File: config.mk
export PLATFORM = sky130hd
export DESIGN_NAME = line_sensor_conditioner
export DESIGN_NICKNAME = d
export VERILOG_FILES = /design/src/rtl/line_sensor_pkg.sv /design/src/rtl/pattern_persist_timer.sv /design/src/rtl/line_sensor_conditioner.sv
export SDC_FILE = /design/constraint.sdc
export NUM_CORES = 1
export LEC_CHECK = 0
export ABC_CLOCK_PERIOD_IN_PS = 2100
export BUFFER_PORTS_ARGS = -buffer_cell sky130_fd_sc_hd__buf_2
export CAP_MARGIN = 20
export CORE_ASPECT_RATIO = 0.5
export CORE_MARGIN = 2
export CORE_UTILIZATION = 60
export CTS_BUF_LIST = sky130_fd_sc_hd__clkbuf_8
export CTS_CLUSTER_DIAMETER = 30
export CTS_CLUSTER_SIZE = 8
export DETAILED_ROUTE_END_ITERATION = 8
export PLACE_DENSITY = 0.84
export REMOVE_ABC_BUFFERS = 1
export SYNTH_ARGS = -nofsm -noshare
export SYNTH_HDL_FRONTEND = slang
export SYNTH_HIERARCHICAL = 1
export SYNTH_SLANG_ARGS = --single-unit
File: constraint.sdc
create_clock -name clk -period 2.1 [get_ports clk]
set_input_delay 0.21 -clock clk [delete_from_list [all_inputs] [get_ports clk]]
set_output_delay 0.21 -clock clk [all_outputs]
set_load 0.01 [all_outputs]
File: src/rtl/line_sensor_pkg.sv
// Shared types and pattern constants for the line sensor front end.
// Sensor polarity: 0 = line (black), 1 = floor (white). Vector order {l, m, r}.
package line_sensor_pkg;

    typedef logic [2:0] sensor_vec_t;

    localparam sensor_vec_t PAT_CROSSING  = 3'b000;  // all three on the line
    localparam sensor_vec_t PAT_ON_LINE   = 3'b101;  // centred on the line
    localparam sensor_vec_t PAT_ALL_WHITE = 3'b111;  // no line visible

endpackage

File: src/rtl/pattern_persist_timer.sv
// Counts consecutive cycles on which `match` is high and flags when the
// run reaches N cycles.
//   clk, reset : clock, synchronous active-high reset
//   match      : the watched pattern is present this cycle
//   clr        : synchronous clear of the count and the output
//   out        : PULSE=1 -> one-cycle pulse per match run
//                PULSE=0 -> level, high while the run has lasted >= N cycles
module pattern_persist_timer #(
    parameter int N     = 20,
    parameter bit PULSE = 1'b1
) (
    input  logic clk,
    input  logic reset,
    input  logic match,
    input  logic clr,
    output logic out
);

    localparam int CW = $clog2(N + 1);
    localparam logic [CW-1:0] LAST = CW'(N - 1);
    localparam logic [CW-1:0] SAT  = CW'(N);

    logic [CW-1:0] cnt;

    // The counter parks at N once reached, so the terminal compare can only
    // succeed once per run: that is what limits pulse mode to one pulse.
    always_ff @(posedge clk) begin
        if (reset || clr || !match) begin
            cnt <= '0;
            out <= 1'b0;
        end else if (cnt == LAST) begin
            cnt <= SAT;
            out <= 1'b1;
        end else if (cnt == SAT) begin
            out <= !PULSE;
        end else begin
            cnt <= cnt + CW'(1);
            out <= 1'b0;
        end
    end

endmodule

File: src/rtl/line_sensor_conditioner.sv
// Front end for the three IR line sensors: two-flop synchroniser, joint
// 3-bit debounce, and two supervision timers on the filtered vector.
//   clk, reset           : clock, synchronous active-high reset
//   clr_timers           : synchronous clear of both supervision timers
//   sensor_*_raw         : asynchronous raw sensors (0 = line)
//   sensor_l/m/r         : filtered sensors
//   sensor_changed       : one-cycle pulse when the filtered vector changes
//   timeout_crossing_fix : one-cycle pulse after TIMEOUT_CYCLES of 000
//   line_lost            : level, high while 111 has lasted >= LOST_CYCLES
module line_sensor_conditioner
    import line_sensor_pkg::*;
#(
    parameter int STABLE_CYCLES  = 1000,
    parameter int TIMEOUT_CYCLES = 25_000_000,
    parameter int LOST_CYCLES    = 50_000_000
) (
    input  logic clk,
    input  logic reset,
    input  logic clr_timers,
    input  logic sensor_l_raw,
    input  logic sensor_m_raw,
    input  logic sensor_r_raw,
    output logic sensor_l,
    output logic sensor_m,
    output logic sensor_r,
    output logic sensor_changed,
    output logic timeout_crossing_fix,
    output logic line_lost
);

    localparam int DW = $clog2(STABLE_CYCLES);
    localparam logic [DW-1:0] DB_LAST = DW'(STABLE_CYCLES - 1);

    sensor_vec_t   sync1, sync2, cand, filt;
    logic [DW-1:0] db_cnt;

    // The whole vector is debounced as one word so a pattern change that
    // arrives skewed across sensors never shows up as an intermediate pattern.
    always_ff @(posedge clk) begin
        if (reset) begin
            sync1          <= PAT_ALL_WHITE;
            sync2          <= PAT_ALL_WHITE;
            cand           <= PAT_ALL_WHITE;
            filt           <= PAT_ALL_WHITE;
            db_cnt         <= '0;
            sensor_changed <= 1'b0;
        end else begin
            sync1          <= {sensor_l_raw, sensor_m_raw, sensor_r_raw};
            sync2          <= sync1;
            sensor_changed <= 1'b0;
            if (sync2 != cand) begin
                cand   <= sync2;
                db_cnt <= DW'(1);
            end else if (db_cnt == DB_LAST) begin
                // Counter holds here; re-loading the same value is harmless
                // and only a real change raises sensor_changed.
                filt           <= cand;
                sensor_changed <= (cand != filt);
            end else begin
                db_cnt <= db_cnt + DW'(1);
            end
        end
    end

    assign sensor_l = filt[2];
    assign sensor_m = filt[1];
    assign sensor_r = filt[0];

    pattern_persist_timer #(
        .N     (TIMEOUT_CYCLES),
        .PULSE (1'b1)
    ) u_crossing_timer (
        .clk   (clk),
        .reset (reset),
        .match (filt == PAT_CROSSING),
        .clr   (clr_timers),
        .out   (timeout_crossing_fix)
    );

    pattern_persist_timer #(
        .N     (LOST_CYCLES),
        .PULSE (1'b0)
    ) u_lost_timer (
        .clk   (clk),
        .reset (reset),
        .match (filt == PAT_ALL_WHITE),
        .clr   (clr_timers),
        .out   (line_lost)
    );

endmodule

==> results of run 1 <==
## power groups by stage
stage          Combinational, mW  Sequential [mW]  Clock [mW]
2_1_floorplan             0.0398             1.49           0
3_3_place_gp              0.0546             1.50           0
3_5_place_dp              0.0586             1.50           0
4_1_cts                   0.0587             1.46        1.24
5_1_grt                   0.0654             1.46        1.30
6_report                  0.0589             1.46        1.22
## placed cells by master (no fill, tap or decap), drive strengths merged, types with 5 or more instances in the layout
cell / Yosys / layout
nand2: 27 / 27
nor2: 50 / 50
or2: 9 / 9
mux2i: 5 / 5
xor2: 24 / 24
or4: 11 / 11
o31ai: 7 / 7
and4: 7 / 7
nor3: 24 / 24
xnor2: 23 / 23
ha: 5 / 5
inv: 13 / 16
nand4: 13 / 13
o21ai: 9 / 9
nor4: 11 / 11
dfxtp: 76 / 76
buf: 4 / 20
a21oi: 16 / 16
clkbuf: 7 / 9
or3: 11 / 11
nand3: 23 / 23
## layer usage
layer,track usage (%),vias to the layer above,routed length (um)
met3,8.960,23,421
met2,40.03,76,3285
met1,27.41,1374,3135
li1,-,1438,-
met4,10.45,0,149
met5,0,-,0
## registers in the layout (all words and copies together), names as in the netlist
| name | flops |
|---|---|
| sync1 | 3 |
| filt | 3 |
| sensor_changed | 1 |
| cand | 3 |
| db_cnt | 10 |
| u_lost_timer/out | 1 |
| u_lost_timer/cnt | 26 |
| u_crossing_timer/out | 1 |
| sync2 | 3 |
| u_crossing_timer/cnt | 25 |
## how the worst min path moves through the flow
stage,endpoint,startpoint,slack [ns]
6_report,sync1[0],sensor_r_raw,0.02
5_1_grt,sync1[2],sensor_l_raw,0.01
4_1_cts,sync1[0],sensor_r_raw,0.01
3_5_place_dp,sync2[0],sync1[0],0.39
3_3_place_gp,sync2[0],sync1[0],0.39
2_1_floorplan,db_cnt[0],reset,0.28
## through the flow
stage / cell area (um2) / worst slack, ns / cells / util (%) / setup TNS (ns)
floorplan: 3502 / -0.06052 / 385 / - / -0.3946
global placement: 3716 / 0.1460 / 478 / 66.24 / 0
detailed placement: 3716 / 0.04288 / 478 / 66.24 / 0
CTS: 3931 / 0.04623 / 494 / 70.07 / 0
global route: 3951 / 0.001529 / 494 / 70.43 / 0
finish: 3951 / 0.1163 / 494 / 70.43 / 0
## kinds of logic after synthesis
group	after synthesis	synth area share, %
AOI/OAI and AO/OA	35	5.594
xor gates and xnor gates	47	11.50
adders and majority gates	5	1.748
buffers and inverters	24	3.496
DFF	76	42.52
muxes	5	1.399
and+or+nand+nor	204	33.74
## final cells by class
class | instances | area (um2) | area share [%]
Timing Repair Buffer | 20 | 122.6 | 3.103
Multi-Input combinational cell | 296 | 1947 | 49.27
Clock inverter | 7 | 91.34 | 2.312
Inverter | 13 | 48.80 | 1.235
Tap cell | 73 | 91.34 | 2.312
Sequential cell | 76 | 1526 | 38.63
Clock buffer | 9 | 123.9 | 3.135
==> metrics list, run 1 <==
* Net switching power: 0.6009 mW
- The initial utilization of the core area, before any placement, comes to 63.78%.
* Distinct cell type count after synthesis: 43
- Counting both buffers and inverters, the worst setup path holds a total of 0.
- Data required time at the worst endpoint: 2.40 ns
- The initial antenna violation count was 0.
- The worst hold path passes through 2 cells.
- Int Power: 2.139 mW
* Number of buffers created by CTS: 9
- In this run, synthesis produced a sequential element count of 76.
* Pwr Total: 2.740 mW
- The congestion estimate from routability-driven global placement came to 0.8322.
- Summed over all cells, the static leakage comes to 1.265 nW.
* Setup skew after layout: 0.01147 ns
- Cell family contributing the most delay on the critical path: simple AND/OR/NAND/NOR gates
- The critical path is of the reg2reg type.
- The final count of hold timing violations came to 0.
* Endpoint of the most critical setup path: u_crossing_timer/cnt[22]
* Detailed Place HPWL: 4.993 mm
* Min Tclk post-route: 1.984 ns
* Max-Slew Margin vs Limit: 65.53%
- The commonest cells after synthesis are 76 x sky130_fd_sc_hd__dfxtp_1, 50 x sky130_fd_sc_hd__nor2_1, 27 x sky130_fd_sc_hd__nand2_1.
* Area fraction of the dominant cell type after synthesis: 42.52%
- Entering global routing, the biggest net connects 21 pins.
* Global-route wire length before repair: 12.28 mm
* Later-pin clock latency in the skew report: 0.37 ns
* Die Span X: 113.2 um
- Maximum clock insertion buffer count: 2
* Final wirelength: 6.993 mm
- In this run the number of H-tree levels came out at 3.
- Core ar.: 5610 um2
- Worst-case hold slack: 0.02397 ns
* Transition time of the tightest slew-check pin: 0.5158 ns
- Among all flip-flop cells after synthesis, the most frequent one is sky130_fd_sc_hd__dfxtp_1.
* Clk pwr share: 44.5%
- After clock tree synthesis, the flow added hold-fix buffers numbering 0.
- Setup violations remaining at the end of the flow were counted as 0.
* Async set-or-reset flop fraction in the synthesized netlist: 0%
- CTS sink count: 76
* Post-synthesis cell area: 3578 um2
* Endpoint kind of the worst setup timing path: register
* Clock tree root buffer cell: sky130_fd_sc_hd__clkbuf_8
- Total Nets Final: 427
* Critical-path maximum fanout: 12
* RSZ-0062 raised after global routing: no
* Cell taking the most area after synthesis: sky130_fd_sc_hd__dfxtp_1
- Avg Vias per Cell: 5.893
- Largest incremental delay on the critical path: 0.62 ns
* Area growth from synthesis to layout: 10.42%
- First-pass iteration count of the detailed router: 7
- Detailed-route via count: 2911
- The number of global-route vias before repair was 2819.
* Number of gates resized after cts: 0
- The signal on the critical path passes through nand3_2, or4_4, or4_1, a21oi_1.
* Proportion of power drawn by flip-flops and latches: 53.4%
* TritonCTS clock tree: yes
- Number of top-level pins: 12
- Most frequent cell after synthesis: sky130_fd_sc_hd__dfxtp_1
* Hold WC Path Type: in2reg
- Die outline height: 58.61 um
- Source of the worst register-to-register timing path: u_crossing_timer/cnt[8]
- Cell depth of the worst flop-to-flop path: 4
- Data arrival at the endpoint of the critical path: 2.28 ns
* YS warnings: 6
* Number of enable flip-flop cells after synthesis: 0
- In the routed design, unresolved DRC markers number 1.
* Crit path launch: u_crossing_timer/cnt[8]
- Power per cell area: 693.4 nW/um2
* Critical path launch point type: register
* Clock Pin Slew Worst Setup and Hold Paths: 0.08 ns
- Worst vdd ir: 532.5 uV
- Derived from the worst setup path, the maximum achievable clock frequency is 504.1 MHz.
- The die covers 6636 um2.
- 0 antenna diodes ended up in the layout.
* Failing checks: design-rule violations
- Summed over all layers, the global routing overflow is 0.
- Post-route ant nets: 0
- The max-slew violation count is 0.
* Std-Cell Rows: 19
- Buffers added to address setup during post-CTS repair amount to 0.
* 1st-iter DRT viols: 201
- The flow ran to the end, but the final reports show violations.
- Gate Count Post-Synth: 396
* Leading post-synthesis cells by cell area: sky130_fd_sc_hd__dfxtp_1 43%, sky130_fd_sc_hd__xor2_1 5.9%, sky130_fd_sc_hd__xnor2_1 5.6%, sky130_fd_sc_hd__nor2_1 5.2%, sky130_fd_sc_hd__nor3_1 3.4%
* Worst setup slack for register-to-register paths: 0.12 ns
- Of the total power, the share spent switching nets is 21.93%.
* Logic pwr share: 2.1%
- In this run the critical register-to-register path is captured at u_crossing_timer/cnt[22].
- Cell depth of the worst setup path: 4
* Routed wire per std cell: 14.16 um
- The share of the Yosys chip area taken by registers is 42.52%.
- Of the cells placed in the final design, the portion with a size suffix greater than 1 is 15.91%.
- Reported max-cap violation count: 0
- Global routing consumed, over all layers together, 23.63% of the routing resources.
- In the finished design, the share of the clock period the worst path needs comes to 94.46%.
* Mean instance size in the synthesized netlist: 9.036 um2
- The layout has 406 filler cells.
- The slowest stage of the critical path belongs to the cell sky130_fd_sc_hd__or4_4.
* Quantity of I/O buffers inserted on ports: 11
Power figures use the tool's default switching activity.
==> run 2, diff against run 1 <==
CORE_MARGIN = unset   (was 2)
CORE_UTILIZATION = 40   (was 60)
PLACE_DENSITY = 0.62   (was 0.84)
==> run 2 against run 1 <==
The flow now finishes without violations. Routed wire length fell by 4.3%. Global-route usage decreased by 7.0 points. First-iteration DRC count fell by 9.0%. Clock skew decreased by 0.0043 ns. Critical path depth did not move. Fmax rose by 0.18%. Power up 2.5%. Sequential share of layout area down 1.2 points. Worst hold slack better by 0.012 ns. Sequential power barely moved. Final area is 2.8% higher. Critical path type unchanged.
==> metrics list, run 2 (synthesis gave the netlist of run 1 again) <==
* RSZ-0062 raised after global routing: no
- Slew Viols, Final: 0
- Net switching power: 0.5698 mW
- Die outline height: 68.88 um
- Antenna diode instance count: 0
- Data on the critical path is required at its endpoint by 2.38 ns.
- Post-CTS timing repair inserted 0 buffers for setup.
* Detailed Place HPWL: 4.798 mm
- Post-route ant nets: 0
- Max-Slew Margin vs Limit: 63.30%
- Summed over all cells, the static leakage comes to 1.309 nW.
- For this design, the sink count on the clock tree is 76.
- Cell internal power was estimated by the tool at 2.237 mW.
* Final count of negative-setup-slack endpoints: 0
- After clock tree synthesis, the repair step resized 0 gates.
* Detailed-route via count: 2754
- The floorplan has 23 rows.
- TritonCTS built the clock tree.
- Multi-input gate area in the final layout: 1941 um2
* Proportion of layout cells with a drive suffix above 1: 16.59%
- Highest-count cells in the layout ignoring fill and taps: 75 x sky130_fd_sc_hd__dfxtp_1, 50 x sky130_fd_sc_hd__nor2_1, 27 x sky130_fd_sc_hd__nand2_1
- Worst-case hold slack: 0.03590 ns
* Logic pwr share: 2.0%
- Power per cell area: 690.7 nW/um2
- 12 I/O pins were placed.
- Hold repair after CTS inserted 0 buffers.
* Quantity of I/O buffers inserted on ports: 11
- The run finished with clean final reports.
- Global-route usage over all layers: 16.59%
- Post-detailed-route DRC marker count: 0
* Final TNS setup: 0 ns
- Worst vdd ir: 249.6 uV
* Footprint of the flip-flops and latches: 1523 um2
- The worst setup path is captured at a register.
- The worst setup path is of the reg2reg kind.
- Aggregate global routing overflow: 0
- CTS placed an instance of sky130_fd_sc_hd__clkbuf_8 at the clock tree root.
* Largest registers: u_lost_timer/cnt: 26 flops, u_crossing_timer/cnt: 25 flops, db_cnt: 10 flops
- Number of global-route vias before repair: 2556
- At the end of the flow, the number of nets in the layout was 434.
- Between clock sinks in the finished design, the worst skew comes to 0.007210 ns.
- Hold WC Path Type: in2reg
- Entering global routing, the biggest net connects 21 pins.
* Min Tclk post-route: 1.980 ns
- Summing all non-filler instances in the final layout gives an area of 4064 um2.
* Critical-path maximum fanout: 12
- Critical path launch point type: register
* Clk pwr share: 45.9%
- Final GP Congestion: 0.7925
* Number of fill cells in the layout: 778
- The first global-routing pass estimated 11.94 mm of wire.
- The detailed router finished its first iteration with 183 violations.
* Data arrival at the endpoint of the critical path: 2.26 ns
- The initial utilization of the core area, before any placement, comes to 43.03%.
- The register with the most flip-flops in the layout has 26 of them.
- Net switching is 20.30% of the power.
- Later-pin clock latency in the skew report: 0.35 ns
- After layout, the worst path uses 94.29% of the clock period.
* Final wirelength: 6.695 mm
- Proportion of power drawn by flip-flops and latches: 52.1%
- Dividing the detail-routed wire length by the instance count gives 12.40 um.
- For the pin with the worst max-slew slack, the measured transition is 0.5492 ns.
- Maximum clock insertion buffer count: 2
- The region available for standard cell placement spans 8317 um2.
* Clock Pin Slew Worst Setup and Hold Paths: 0.08 ns
- Die Span X: 135.8 um
- H-tree lvl count: 3
* Number of hold violations in the final report: 0
- Area growth from synthesis to layout: 13.57%
- Number of buffers created by CTS: 9
- Register bank with the most flops: u_lost_timer/cnt
* First-pass iteration count of the detailed router: 4
- Reported max-cap violation count: 0
- Achievable Freq: 505.0 MHz
* Post-DP Area: 3817 um2
- Most common cell after layout, fill and taps aside: sky130_fd_sc_hd__dfxtp_1
* Avg Vias per Cell: 5.100
- The initial antenna violation count is 0.
- The die covers 9351 um2.
-- run 2: worst paths after layout --
kind	start	slack (ns)	end	cells past startpoint
min reg2reg	sync1[2]	0.41	sync2[2]	1
max reg2reg	u_crossing_timer/cnt[7]	0.12	u_crossing_timer/cnt[21]	4
max	u_crossing_timer/cnt[7]	0.12	u_crossing_timer/cnt[21]	4
min	sensor_r_raw	0.04	sync1[0]	2
-- run 2: critical path: stages, from the launching register on --
cell	delay (ns)
sky130_fd_sc_hd__dfxtp_1	0.44
sky130_fd_sc_hd__nand4_4	0.19
sky130_fd_sc_hd__or4_4	0.65
sky130_fd_sc_hd__or4_1	0.49
sky130_fd_sc_hd__a21oi_1	0.15
-- run 2: cell type report --
type                       count  share of cell area, %
multi-input combinational    296                  47.75
sequential                    76                  37.47
timing repair buffer          27                  4.310
clock buffer                  12                  4.064
tap                          112                  3.448
clock inverter                 4                  1.755
inverter                      13                  1.201
-- run 2: per-stage QoR --
step,setup WS [ns],instances,utilization [%],power [mW]
global route,0.01396,540,48.86,2.923
detailed placement,0.05857,524,45.90,1.555
floorplan,-0.06052,385,-,1.534
global placement,0.1269,524,45.90,1.554
finish,0.1199,540,48.86,2.807
CTS,0.05049,540,48.74,2.853
-- run 2: power groups by stage --
stage | clock network (mW) | registers [mW] | logic [mW]
after global routing | 1.39 | 1.46 | 0.0653
after global placement | 0 | 1.50 | 0.0583
after floorplan | 0 | 1.49 | 0.0398
after detailed placement | 0 | 1.50 | 0.0588
final | 1.29 | 1.46 | 0.0574
after CTS | 1.33 | 1.46 | 0.0593
-- run 2: metal layers --
layer	global-route usage, %	share of wire [%]	vias to the layer above	wire length [um]
li1	-	-	1462	-
met1	21.63	53	1266	3543
met2	26.21	43	19	2904
met3	4.605	2.4	7	160
met4	6.742	1.3	0	86
met5	0	0	-	0
==> run 3, diff against run 2 <==
PLACE_DENSITY = unset   (was 0.62)
PLACE_DENSITY_LB_ADDON = 0.15   (was unset)
TNS_END_PERCENT = 30   (was unset)
==> run 3 against run 2 <==
Largest cell class unchanged. Cell count is 0.56% lower. Die area unchanged. Routed wire length rose by 6.4%. Core utilization down 0.11 points. Count of clock-buffer cells in the layout shrank 2. Power rose by 2.9%. Flip-flop and latch count unchanged. First-iteration DRC count fell by 40%. Clock power rose by 6%.
==> metrics list, run 3 (synthesis gave the netlist of run 1 again) <==
- Entering global routing, the biggest net connects 21 pins.
* H-tree lvl count: 3
* Data required time at the worst endpoint: 2.38 ns
* Flip-flop count of the largest register, all copies and words added: 26
* Core ar.: 8317 um2
- Dpl ws: 0.04706 ns
- The finished layout holds 537 standard cells, fillers aside.
- Total Nets Final: 431
* Std-Cell Rows: 23
- At the later pin of the worst-skew pair, clock insertion delay measures 0.35 ns.
- The number of global-route vias before repair is 2658.
- Across all register-to-register paths, the minimum setup slack is 0.09 ns.
* Slew Viols, Final: 0
- Achievable Freq: 497.4 MHz
- From bottom edge to top edge, the die measures 68.88 um.
- Most common cell after layout, fill and taps aside: sky130_fd_sc_hd__dfxtp_1
* Crit Path Category: reg2reg
- STA classifies the critical path endpoint as a register.
- In this run, post-CTS hold repair placed 0 buffers.
* # placed instances: 521
- For this run, the detailed router's first-pass iteration total came to 5.
- Transition time of the tightest slew-check pin: 0.6761 ns
- Number of gates resized after cts: 0
- Routed wire per std cell: 13.26 um
* Final count of negative-setup-slack endpoints: 0
- Largest registers: u_lost_timer/cnt: 26 flops, u_crossing_timer/cnt: 25 flops, db_cnt: 10 flops
- Summed over all cells, the static leakage comes to 1.297 nW.
- Detailed routing inserted a total of 2801 vias.
- The area growth from synthesis to layout is 13.32%.
* Number of top-level pins: 12
- The cell sitting at the root of the clock tree is a sky130_fd_sc_hd__clkbuf_8.
* Outcome: finished, final reports clean
* Number of fill cells in the layout: 801
- Clock Pin Slew Worst Setup and Hold Paths: 0.08 ns
- Data arrival at the endpoint of the critical path: 2.29 ns
- Power per cell area: 712.2 nW/um2
- CTS saw 76 sinks.
- The count of buffers added on input and output ports is 11.
- TritonCTS built the clock tree.
* Final GP Congestion: 0.7725
* 1st-iter DRT viols: 110
- The initial antenna violation count is 0.
- Measured along the x axis, the die boundary spans 135.8 um.
- The final count of hold timing violations is 0.
- Max-Slew Margin vs Limit: 54.51%
- After detailed routing, the number of remaining DRC violations is 0.
- STA classifies the critical path startpoint as a register.
- The final critical path takes up 95.73% of the cycle.
- Of all nets on the critical path, the largest fanout is 12.
- The number of antenna diodes in the final layout is 0.
* Post-route ant nets: 0
* Detailed Place HPWL: 5.093 mm
- Post-CTS timing repair inserted 0 buffers for setup.
- Hold WC Path Type: in2reg
* Final wirelength: 7.123 mm
- RSZ-0062 raised after global routing: no
* Number of buffers created by CTS: 9
- Proportion of layout cells with a drive suffix above 1: 16.47%
- After layout, the worst setup slack is 0.08968 ns.
* Aggregate global routing overflow: 0
* Min Tclk post-route: 2.010 ns
- Highest-count cells in the layout ignoring fill and taps: 74 x sky130_fd_sc_hd__dfxtp_1, 50 x sky130_fd_sc_hd__nor2_1, 27 x sky130_fd_sc_hd__nand2_1
- Pwr Total: 2.888 mW
- Area of the die: 9351 um2
* Worst vdd ir: 349.1 uV
* Global-route wire length before repair: 12.12 mm
- In the global route stage, overall resource usage came out at 16.98%.
- Reported max-cap violation count: 0
* Register bank with the most flops: u_lost_timer/cnt
- Setup skew after layout: 0.008172 ns
* Final cell utilization of the core: 48.76%
* Starting utilization of the core area: 43.03%
- Maximum clock insertion buffer count: 2
- Avg Vias per Cell: 5.216
* Worst-case hold slack: 0.04506 ns
==> run 3: changes by cell type in the layout (fill, tap and decap cells not counted), sizes merged <==
cell    previous run  this run
bufinv             2         3
buf               27        24
clkbuf            12        10
inv               14        13
clkinv             0         2
==> run 3: layout make-up <==
cell class | instances | area [um2] | share of cell area (%)
clock buffers | 10 | 137.6 | 3.394
flip-flops and latches | 76 | 1524 | 37.58
inverters | 13 | 48.80 | 1.203
repair buffers | 24 | 152.6 | 3.764
well taps | 112 | 140.1 | 3.456
clock inverters | 6 | 111.4 | 2.746
multi-input cells | 296 | 1941 | 47.86
==> run 3: metrics by stage <==
stage                     setup TNS [ns]  cell area, um2
final                                  0            4055
after global routing                   0            4055
after CTS                              0            4044
after detailed placement               0            3795
after global placement                 0            3795
after floorplan                  -0.3946            3502
==> run 3: worst paths after layout <==
check | start | end | cells past startpoint
setup / recovery | u_crossing_timer/cnt[7] | u_crossing_timer/cnt[18] | 4
hold / removal | sensor_m_raw | sync1[1] | 2
setup reg to reg | u_crossing_timer/cnt[7] | u_crossing_timer/cnt[18] | 4
hold reg to reg | sync1[0] | sync2[0] | 1
==> run 3: power breakdown <==
group	total, mW	switching [mW]	internal [mW]
sequential	1.46	0.00910	1.45
clock	1.37	0.546	0.821
combinational	0.0587	0.0367	0.0220
total	2.89	0.592	2.30
==> run 3: critical path, cell delays in order (launching register included) <==
cell and delay [ns]:
sky130_fd_sc_hd__dfxtp_1 0.45, sky130_fd_sc_hd__nand4_4 0.19, sky130_fd_sc_hd__or4_4 0.65, sky130_fd_sc_hd__or4_1 0.50, sky130_fd_sc_hd__a21oi_1 0.16
==> run 3: layer usage <==
| metal | global-route usage [%] | up-vias | share of wire [%] |
|---|---|---|---|
| li1 | - | 1445 | - |
| met1 | 20.04 | 1320 | 49 |
| met2 | 29.78 | 29 | 47 |
| met3 | 5.263 | 7 | 2.5 |
| met4 | 5.899 | 0 | 1.1 |
| met5 | 0 | - | 0 |
